<file path="src/rtl/mem_bus_ctrl_if.sv">
// Request, response and memory-bus signals of mem_bus_ctrl bundled as one interface.
// slave is the controller's view; master is the view of the caches and memory around it.
interface mem_bus_ctrl_if #(
  parameter int XLEN = 32
);
  logic [1:0]           req_valid;
  logic [1:0][1:0]      req_cmd;
  logic [1:0][XLEN-1:0] req_addr;
  logic [1:0][63:0]     req_data;
  logic [1:0][1:0]      req_size;
  logic [1:0]           req_ready;
  logic [3:0]           req_tag;

  logic [1:0]           resp_valid;
  logic [3:0]           resp_tag;
  logic [63:0]          resp_data;
  logic                 tag_err;

  logic [1:0]           proc2mem_command;
  logic [XLEN-1:0]      proc2mem_addr;
  logic [63:0]          proc2mem_data;
  logic [1:0]           proc2mem_size;
  logic [3:0]           mem2proc_response;
  logic [63:0]          mem2proc_data;
  logic [3:0]           mem2proc_tag;

  modport slave (
    input  req_valid, req_cmd, req_addr, req_data, req_size,
    input  mem2proc_response, mem2proc_data, mem2proc_tag,
    output req_ready, req_tag, resp_valid, resp_tag, resp_data, tag_err,
    output proc2mem_command, proc2mem_addr, proc2mem_data, proc2mem_size
  );

  modport master (
    output req_valid, req_cmd, req_addr, req_data, req_size,
    output mem2proc_response, mem2proc_data, mem2proc_tag,
    input  req_ready, req_tag, resp_valid, resp_tag, resp_data, tag_err,
    input  proc2mem_command, proc2mem_addr, proc2mem_data, proc2mem_size
  );
endinterface

</file>
<file path="src/rtl/mem_bus_ctrl.sv">
// Two-port (I-cache / D-cache) round-robin initiator for the tagged memory bus with load-tag routing.
// Optional saturating statistics counters are enabled by defining MEM_BUS_CTRL_STATS_EN.
module mem_bus_ctrl #(
  parameter int NUM_TAGS        = 15,
  parameter int MAX_OUTSTANDING = 8
) (
  input  logic          clock,
  input  logic          reset,
  mem_bus_ctrl_if.slave bus
`ifdef MEM_BUS_CTRL_STATS_EN
  ,
  output logic [31:0]   stat_accepts,
  output logic [31:0]   stat_rejects,
  output logic [31:0]   stat_returns
`endif
);
  localparam int               TAG_W     = 4;
  localparam int               TAG_SLOTS = 1 << TAG_W;
  localparam int               CNT_W     = $clog2(MAX_OUTSTANDING) + 1;
  localparam logic [CNT_W-1:0] CNT_MAX   = CNT_W'(MAX_OUTSTANDING);
  localparam logic [CNT_W-1:0] CNT_ONE   = CNT_W'(1);
  localparam logic [1:0]       BUS_NONE  = 2'd0;
  localparam logic [1:0]       BUS_LOAD  = 2'd1;
  localparam logic [1:0]       BUS_STORE = 2'd2;

  // Owner table indexed directly by tag; slot 0 and slots above NUM_TAGS are never written.
  logic [TAG_SLOTS-1:0]  own_valid_reg;
  logic [TAG_SLOTS-1:0]  own_port_reg;
  logic [1:0][CNT_W-1:0] cnt_reg;
  logic                  ptr_reg;
  logic [1:0]            resp_valid_reg;
  logic [TAG_W-1:0]      resp_tag_reg;
  logic [63:0]           resp_data_reg;
  logic                  tag_err_reg;

  logic [1:0][1:0]       cmd_eff;
  logic [1:0]            elig;
  logic                  grant_valid;
  logic                  grant_port;
  logic                  accept;
  logic                  accept_load;
  logic                  ret_hit;
  logic                  ret_miss;
  logic                  ret_port;
  logic [1:0]            cnt_inc;
  logic [1:0]            cnt_dec;

  genvar gi;
  generate
    for (gi = 0; gi < 2; gi++) begin : g_port
      if (gi == 0) begin : g_icache
        // The I-cache never stores; a stray store is squashed to an idle command.
        assign cmd_eff[gi] = (bus.req_cmd[gi] == BUS_STORE) ? BUS_NONE : bus.req_cmd[gi];
      end else begin : g_dcache
        assign cmd_eff[gi] = bus.req_cmd[gi];
      end
      assign elig[gi] = bus.req_valid[gi] &&
                        ((cmd_eff[gi] == BUS_STORE) ||
                         ((cmd_eff[gi] == BUS_LOAD) && (cnt_reg[gi] < CNT_MAX)));
      assign cnt_inc[gi] = accept_load && (grant_port == gi[0]);
      assign cnt_dec[gi] = ret_hit && (ret_port == gi[0]);
    end
  endgenerate

  always_comb begin
    grant_valid = 1'b0;
    grant_port  = ptr_reg;
    if (!reset) begin
      if (elig[ptr_reg]) begin
        grant_valid = 1'b1;
        grant_port  = ptr_reg;
      end else if (elig[~ptr_reg]) begin
        grant_valid = 1'b1;
        grant_port  = ~ptr_reg;
      end
    end
  end

  assign accept      = grant_valid && (bus.mem2proc_response != '0);
  assign accept_load = accept && (cmd_eff[grant_port] == BUS_LOAD);

  assign ret_hit  = own_valid_reg[bus.mem2proc_tag];
  assign ret_miss = (bus.mem2proc_tag != '0) && !ret_hit;
  assign ret_port = own_port_reg[bus.mem2proc_tag];

  always_comb begin
    bus.proc2mem_command = BUS_NONE;
    bus.proc2mem_addr    = bus.req_addr[grant_port];
    bus.proc2mem_data    = bus.req_data[grant_port];
    bus.proc2mem_size    = bus.req_size[grant_port];
    bus.req_ready        = 2'b00;
    bus.req_tag          = '0;
    if (grant_valid) begin
      bus.proc2mem_command = cmd_eff[grant_port];
    end
    if (accept) begin
      bus.req_ready[grant_port] = 1'b1;
      bus.req_tag               = bus.mem2proc_response;
    end
  end

  always_ff @(posedge clock or posedge reset) begin
    if (reset) begin
      own_valid_reg  <= '0;
      own_port_reg   <= '0;
      cnt_reg        <= '0;
      ptr_reg        <= 1'b1;
      resp_valid_reg <= 2'b00;
      resp_tag_reg   <= '0;
      resp_data_reg  <= '0;
      tag_err_reg    <= 1'b0;
    end else begin
      resp_valid_reg <= 2'b00;
      if (ret_hit) begin
        resp_valid_reg[ret_port] <= 1'b1;
        resp_tag_reg             <= bus.mem2proc_tag;
        resp_data_reg            <= bus.mem2proc_data;
      end
      if (ret_miss) begin
        tag_err_reg <= 1'b1;
      end

      // Return clears first so a same-cycle re-allocation of that tag wins.
      for (int i = 1; i < TAG_SLOTS; i++) begin
        if (i <= NUM_TAGS) begin
          if (ret_hit && (bus.mem2proc_tag == TAG_W'(i))) begin
            own_valid_reg[i] <= 1'b0;
          end
          if (accept_load && (bus.mem2proc_response == TAG_W'(i))) begin
            own_valid_reg[i] <= 1'b1;
            own_port_reg[i]  <= grant_port;
          end
        end
      end

      for (int p = 0; p < 2; p++) begin
        if (cnt_inc[p] && !cnt_dec[p]) begin
          cnt_reg[p] <= cnt_reg[p] + CNT_ONE;
        end else if (cnt_dec[p] && !cnt_inc[p]) begin
          cnt_reg[p] <= cnt_reg[p] - CNT_ONE;
        end
      end

      if (accept) begin
        ptr_reg <= ~grant_port;
      end
    end
  end

  assign bus.resp_valid = resp_valid_reg;
  assign bus.resp_tag   = resp_tag_reg;
  assign bus.resp_data  = resp_data_reg;
  assign bus.tag_err    = tag_err_reg;

`ifdef MEM_BUS_CTRL_STATS_EN
  logic [31:0] stat_accepts_reg;
  logic [31:0] stat_rejects_reg;
  logic [31:0] stat_returns_reg;

  always_ff @(posedge clock or posedge reset) begin
    if (reset) begin
      stat_accepts_reg <= '0;
      stat_rejects_reg <= '0;
      stat_returns_reg <= '0;
    end else begin
      if (accept && (stat_accepts_reg != '1)) begin
        stat_accepts_reg <= stat_accepts_reg + 32'd1;
      end
      if (grant_valid && !accept && (stat_rejects_reg != '1)) begin
        stat_rejects_reg <= stat_rejects_reg + 32'd1;
      end
      if (ret_hit && (stat_returns_reg != '1)) begin
        stat_returns_reg <= stat_returns_reg + 32'd1;
      end
    end
  end

  assign stat_accepts = stat_accepts_reg;
  assign stat_rejects = stat_rejects_reg;
  assign stat_returns = stat_returns_reg;
`endif
endmodule
</file>
<file path="src/flat_wrapper.sv">
// flat-port wrapper written by rule: the top's interface ports become plain ports
module mem_bus_ctrl_flat 
#(
  parameter int NUM_TAGS        = 15,
  parameter int MAX_OUTSTANDING = 8
)
  (clock, reset, bus_req_valid, bus_req_cmd, bus_req_addr, bus_req_data, bus_req_size, bus_mem2proc_response, bus_mem2proc_data, bus_mem2proc_tag, bus_req_ready, bus_req_tag, bus_resp_valid, bus_resp_tag, bus_resp_data, bus_tag_err, bus_proc2mem_command, bus_proc2mem_addr, bus_proc2mem_data, bus_proc2mem_size);
  mem_bus_ctrl_if bus_i ();
  input  logic clock;
  input  logic reset;
  input wire logic [$bits(bus_i.req_valid)-1:0] bus_req_valid;
  input wire logic [$bits(bus_i.req_cmd)-1:0] bus_req_cmd;
  input wire logic [$bits(bus_i.req_addr)-1:0] bus_req_addr;
  input wire logic [$bits(bus_i.req_data)-1:0] bus_req_data;
  input wire logic [$bits(bus_i.req_size)-1:0] bus_req_size;
  input wire logic [$bits(bus_i.mem2proc_response)-1:0] bus_mem2proc_response;
  input wire logic [$bits(bus_i.mem2proc_data)-1:0] bus_mem2proc_data;
  input wire logic [$bits(bus_i.mem2proc_tag)-1:0] bus_mem2proc_tag;
  output wire logic [$bits(bus_i.req_ready)-1:0] bus_req_ready;
  output wire logic [$bits(bus_i.req_tag)-1:0] bus_req_tag;
  output wire logic [$bits(bus_i.resp_valid)-1:0] bus_resp_valid;
  output wire logic [$bits(bus_i.resp_tag)-1:0] bus_resp_tag;
  output wire logic [$bits(bus_i.resp_data)-1:0] bus_resp_data;
  output wire logic [$bits(bus_i.tag_err)-1:0] bus_tag_err;
  output wire logic [$bits(bus_i.proc2mem_command)-1:0] bus_proc2mem_command;
  output wire logic [$bits(bus_i.proc2mem_addr)-1:0] bus_proc2mem_addr;
  output wire logic [$bits(bus_i.proc2mem_data)-1:0] bus_proc2mem_data;
  output wire logic [$bits(bus_i.proc2mem_size)-1:0] bus_proc2mem_size;
  assign bus_i.req_valid = bus_req_valid;
  assign bus_i.req_cmd = bus_req_cmd;
  assign bus_i.req_addr = bus_req_addr;
  assign bus_i.req_data = bus_req_data;
  assign bus_i.req_size = bus_req_size;
  assign bus_i.mem2proc_response = bus_mem2proc_response;
  assign bus_i.mem2proc_data = bus_mem2proc_data;
  assign bus_i.mem2proc_tag = bus_mem2proc_tag;
  assign bus_req_ready = bus_i.req_ready;
  assign bus_req_tag = bus_i.req_tag;
  assign bus_resp_valid = bus_i.resp_valid;
  assign bus_resp_tag = bus_i.resp_tag;
  assign bus_resp_data = bus_i.resp_data;
  assign bus_tag_err = bus_i.tag_err;
  assign bus_proc2mem_command = bus_i.proc2mem_command;
  assign bus_proc2mem_addr = bus_i.proc2mem_addr;
  assign bus_proc2mem_data = bus_i.proc2mem_data;
  assign bus_proc2mem_size = bus_i.proc2mem_size;
  mem_bus_ctrl #(.NUM_TAGS(NUM_TAGS), .MAX_OUTSTANDING(MAX_OUTSTANDING)) u_core (.clock(clock), .reset(reset), .bus(bus_i));
endmodule
</file>
<file path="config.mk">
export PLATFORM = sky130hd
export DESIGN_NAME = mem_bus_ctrl_flat
export DESIGN_NICKNAME = d
export VERILOG_FILES = /design/src/rtl/mem_bus_ctrl_if.sv /design/src/rtl/mem_bus_ctrl.sv /design/src/flat_wrapper.sv
export SDC_FILE = /design/constraint.sdc
export NUM_CORES = 1
export LEC_CHECK = 0
export ABC_AREA = 1
export CAP_MARGIN = 40
export CELL_PAD_IN_SITES_DETAIL_PLACEMENT = 0
export CELL_PAD_IN_SITES_GLOBAL_PLACEMENT = 1
export CORE_AREA = 2 2 175 177
export CTS_CLUSTER_SIZE = 16
export DETAILED_ROUTE_END_ITERATION = 6
export DIE_AREA = 0 0 177 179
export GPL_TIMING_DRIVEN = 0
export PLACE_DENSITY = 0.88
export SLEW_MARGIN = 25
export SYNTH_ARGS = -nofsm -noshare
export SYNTH_HDL_FRONTEND = slang
export SYNTH_SLANG_ARGS = --single-unit
</file>
<file path="constraint.sdc">
create_clock -name clock -period 12.49 [get_ports clock]
set_input_delay 2.498 -clock clock [delete_from_list [all_inputs] [get_ports clock]]
set_output_delay 2.498 -clock clock [all_outputs]
set_load 0.02 [all_outputs]
</file>
# ---- After elaboration in Yosys (flattened, before gate mapping)
# Cells that the tools add are included.
dict set report classes {
  bitwise 3
  order_cmp 9
  n_reduce_logical 73
  mux 65
  n_eq_ne 36
  addsub 4
}
# cell n
set ops {}
lappend ops {{64-bit 2-to-1 mux} 2}
lappend ops {{4-bit equality test, second input constant} 16}
lappend ops {{32-bit 2-to-1 mux} 2}
lappend ops {{1-bit logical AND} 47}
lappend ops {{1-bit 2-to-1 mux} 44}
lappend ops {{2-bit nonzero test} 17}
lappend ops {{4-bit by 3-bit equality test with 1-bit output, second input constant} 8}
lappend ops {{4-bit 2-to-1 mux} 5}
lappend ops {{4-bit by 2-bit equality test with 1-bit output, second input constant} 4}
lappend ops {{2-bit 2-to-1 mux} 8}
lappend ops {{4-bit by 1-bit adder with 4-bit output, second input constant} 2}
lappend ops {{1-bit binary-select mux with 4-bit select} 2}
lappend ops {{4-bit by 1-bit equality test with 1-bit output, second input constant} 2}
lappend ops {{1-bit by 2-bit < comparator with 1-bit output, second input constant} 4}
lappend ops {{4-bit < comparator, second input constant} 2}
lappend ops {{4-bit nonzero test} 2}
lappend ops {{4-bit by 1-bit subtractor with 4-bit output, second input constant} 2}
lappend ops {{2-bit by 1-bit equality test with 1-bit output, second input constant} 3}
lappend ops {{2-bit equality test, second input constant} 3}
lappend ops {{1-bit zero test} 5}
lappend ops {{4-bit by 5-bit < comparator with 1-bit output, second input constant} 1}
lappend ops {{1-bit inverter} 3}
lappend ops {{1-bit demux with 1-bit select} 2}
lappend ops {{1-bit >= comparator, second input constant} 2}
lappend ops {{1-bit logical OR} 2}
dict set report word_totals {
  register_bits 110
  inputBits 276
  wordCells 227
}

# ---- Depth between registers and ports, before layout
dict set report logic_depth {
  word_depth 20
  mapped_depth 20
  depth_no_buf 19
}

# ---- Worst setup path after synthesis
# Ideal clock, no wire load.
dict set report synth_path {
  kind {input to output}
  start {in reset}
  end {out bus_proc2mem_command[1]}
  required_ns 9.992
  path_buffers 1
  stages 10
  t_arrival_ns 6.091
  path_slack_ns 3.901
  path_cell_list {inv_1 > nand3_1 > nand2_1 > nand2_1 > nand2_1 > nand2_1 > nand2_1 > inv_1 > buf_4 > nor2_1}
}
dict set report synth_between {
  elab_chain_len 4
  elab_cells_between_ends 5
}
# item line
set synth_rtl {}
lappend synth_rtl {{start: declaration} flat_wrapper.sv:10} ;# input logic reset;
lappend synth_rtl {{1-bit 2-to-1 mux} mem_bus_ctrl.sv:68} ;# if (!reset) begin
lappend synth_rtl {{2-bit 2-to-1 mux (not written as such) (2 in series)} mem_bus_ctrl.sv:94} ;# bus.proc2mem_command = cmd_eff[grant_port];
lappend synth_rtl {{2-bit 2-to-1 mux *} mem_bus_ctrl.sv:93} ;# if (grant_valid) begin
lappend synth_rtl {{end: declaration} flat_wrapper.sv:25} ;# output wire logic [$bits(bus_i.proc2mem_command)-1:0] bus_proc2mem_command;
# Every way passes the cells marked *; elsewhere a longest branch is shown, timed or not. The select of a mux whose other input is x is not followed.

# ---- Final worst setup path
dict set report layout_path {
  start {in reset}
  end {out bus_proc2mem_addr[3]}
}
dict set report layout_between {
  elab_chain_len 3
}
# item line
set layout_rtl {}
lappend layout_rtl {{1-bit 2-to-1 mux} mem_bus_ctrl.sv:68}
lappend layout_rtl {{32-bit 2-to-1 mux (not written as such) (2 in series)} mem_bus_ctrl.sv:88} ;# bus.proc2mem_addr = bus.req_addr[grant_port];
lappend layout_rtl {{end: declaration} flat_wrapper.sv:26} ;# output wire logic [$bits(bus_i.proc2mem_addr)-1:0] bus_proc2mem_addr;
# No other way between the ends. The select of a mux whose other input is x is not followed.

==> reports/qor.csv <==
metric,value,unit
status,finished clean,
ys_types,29,
track_usage,0.194,
hold_buffers,0,
yosys_warnings,2,
cts_sinks,110,
rows,64,
die_y,179,um
skew,0.00992,ns
wl_met1,11400,um
grt_setup_unrepaired,false,
fillers,3141,
holdPathStages,2,
dpl.hpwl,26500,um
layout_common_cells,"nand2_1, clkdlybuf4s50_1, dfrtp_1",
dpl-instance-area,0.0113,sq mm
grt_max_degree,72,
die_w,177,um
cts_tree,built,
slew_headroom,0.622,
min_period_over_period,0.644,
cts.clk_slew.worst_paths,0.07,ns
grt_pass1_wl,45200,um
num-nets-final,1696,
postSynthCellCount,948,
synth-seq-cells,110,
setup_tns,0,ns
fin_crit,8.04,ns
drt_pre_antenna_iters,5,
met3_length,3750,um
worst_pin_slew,0.565,ns
crit_path_max_incr_delay,0.72,ns
ys_seq_area_frac,0.437,
drive_above_1_share,0.0466,
final_common_cell,nand2_1,
start_util,0.210,
slew_violations,0,
syn_area,0.00630,sq mm
path_cells,"clkdlybuf4s50_1, inv_6, nand3_1, nand2_1, nand2_1, nand2_1, buf_2, clkbuf_1, nand2_1, nand2_1, clkdlybuf4s50_1",
cts_buffers,9,
worst-path-buf-inv,5,
synth_largest_area_cell,dfrtp_1,
reg2reg_slack,9.43,ns
min_path_type,register to register,
synth.top_cells.by_area,"dfrtp_1, nand2_1, nand4_1",
crit_path_end_kind,output pin,
cts_resized,0,
finalHoldViolCount,0,
grt-ovfl-total,0,
wire_per_inst,17.4,um
design_area,0.0116,sq mm
cts_root_buffer,clkbuf_16,
place.gp.congestion,0.892,
synth.top_cell.area_share,0.433,
die_area,0.0317,sq mm
via_per_inst,4.21,
port_buffers,452,
critPathMaxFanout,44,
htreeDepth,3,
critPathRequiredTime,9.99,ns
drc,0,
setup.worst_path.start_class,input pin,
critPathArrivalTime,5.55,ns
hold_ws,0.479,ns
power_density,217,mW/mm^2
placeableCoreArea,0.0300,sq mm
finalPower,2.53,mW
largest_reg_flops,64,
critPathKind,input pin to output pin,
insertion_delay,0.36,ns
grt_pass1_vias,7597,
ioPinCount,453,
maxCapViolCount,0,
area_growth,84.9,%
cp_common_cell,nand2_1,
ant_nets,0,
wl_met2,15600,um
cp_num_cells,11,
setup_violations,0,
antenna_found_initial,3,
cp_top_family,buffers and inverters,
cts_setup_buffers,0,
cts_buffer_depth,2,
leakagePower,5.66,nW
max_freq,0.124,GHz
vias,7649,
wl,31700,um
syn_nets,1232,
vdd_ir_drop_max,0.0943,mV
first_iter_violations,306,
top_layer_used,met5,
critPathSlowestCell,clkdlybuf4s50_1,
rr_worst_depth,16,
synth_area_per_cell,6.64,sq um
-- synth_stat cells (all sizes together) --
master and count:
buf 35, o211ai 1, clkbuf 12, a22oi 4, a21boi 1, nor2 55
xnor2 4, xor2 2, nand4 34, o21ai 22, ha 6, a21o 3
o21bai 1, nand3 9, dfrtp 109, inv 41, nand2 601, dfstp 1
a21oi 3, nor3b 1, nor4 1, fa 2
-- kinds of logic (layout without fill, tap and decap cells) --
group | Yosys count | in the layout | synth area share
compound gates | 35 | 35 | 0.0326
xor+xnor | 6 | 6 | 0.00834
fa+ha+maj | 8 | 8 | 0.0183
buf+inv | 88 | 557 | 0.0654
flops | 110 | 110 | 0.437
other cells | 0 | 2 | 0
simple gates | 701 | 701 | 0.438
-- where the power goes --
| group | total (mW) | switching (mW) | internal (mW) | leakage (nW) |
|---|---|---|---|---|
| clock network | 0.283 | 0.143 | 0.140 | 0.141 |
| logic | 1.66 | 0.963 | 0.693 | 4.14 |
| registers | 0.592 | 0.0825 | 0.509 | 1.38 |
| total | 2.53 | 1.19 | 1.34 | 5.66 |
-- per-layer routing --
| layer | vias up | track usage |
|---|---|---|
| li1 | 3830 | - |
| met1 | 3454 | 0.198 |
| met2 | 321 | 0.345 |
| met3 | 42 | 0.0914 |
| met4 | 2 | 0.0716 |
| met5 | - | 0 |
-- worst min-delay path: cells and delay by family (launching register included) --
family	cells	cell delay (ns)
flops	1	0.34
simple gates	2	0.11
-- final timing paths --
check	start	to
worst max-delay path	reset	bus_proc2mem_addr[3]
worst min register to register	u_core.bus.resp_data[37]$_DFFE_PP0P_	u_core.bus.resp_data[37]$_DFFE_PP0P_
worst min-delay path	u_core.bus.resp_data[37]$_DFFE_PP0P_	u_core.bus.resp_data[37]$_DFFE_PP0P_
max in group asynchronous	reset	u_core.own_port_reg[10]$_DFFE_PP0P_
min in group asynchronous	reset	u_core.bus.resp_data[10]$_DFFE_PP0P_
worst max register to register	u_core.cnt_reg[7]$_DFFE_PP0P_	u_core.cnt_reg[7]$_DFFE_PP0P_
-- through the flow --
stage                     setup WS, ns  instances  utilization
after floorplan                   3.90        948            -
after global placement            1.17       1796        0.377
after detailed placement          4.33       1797        0.378
after CTS                         4.31       1813        0.388
after global routing              4.15       1815        0.388
final                             4.45       1815        0.388
-- final cells by class --
| cell class | count | area, sq um | share of cell area |
|---|---|---|---|
| timing repair buffer | 453 | 4550 | 0.391 |
| clock inverter | 7 | 66.3 | 0.00569 |
| clock buffer | 9 | 225 | 0.0193 |
| buffer | 47 | 258 | 0.0221 |
| tap | 396 | 495 | 0.0425 |
| sequential | 110 | 2750 | 0.236 |
| antenna | 2 | 5.00 | 0.000430 |
| inverter | 41 | 159 | 0.0136 |
| multi-input combinational | 750 | 3130 | 0.269 |
Power figures use the tool's default switching activity.
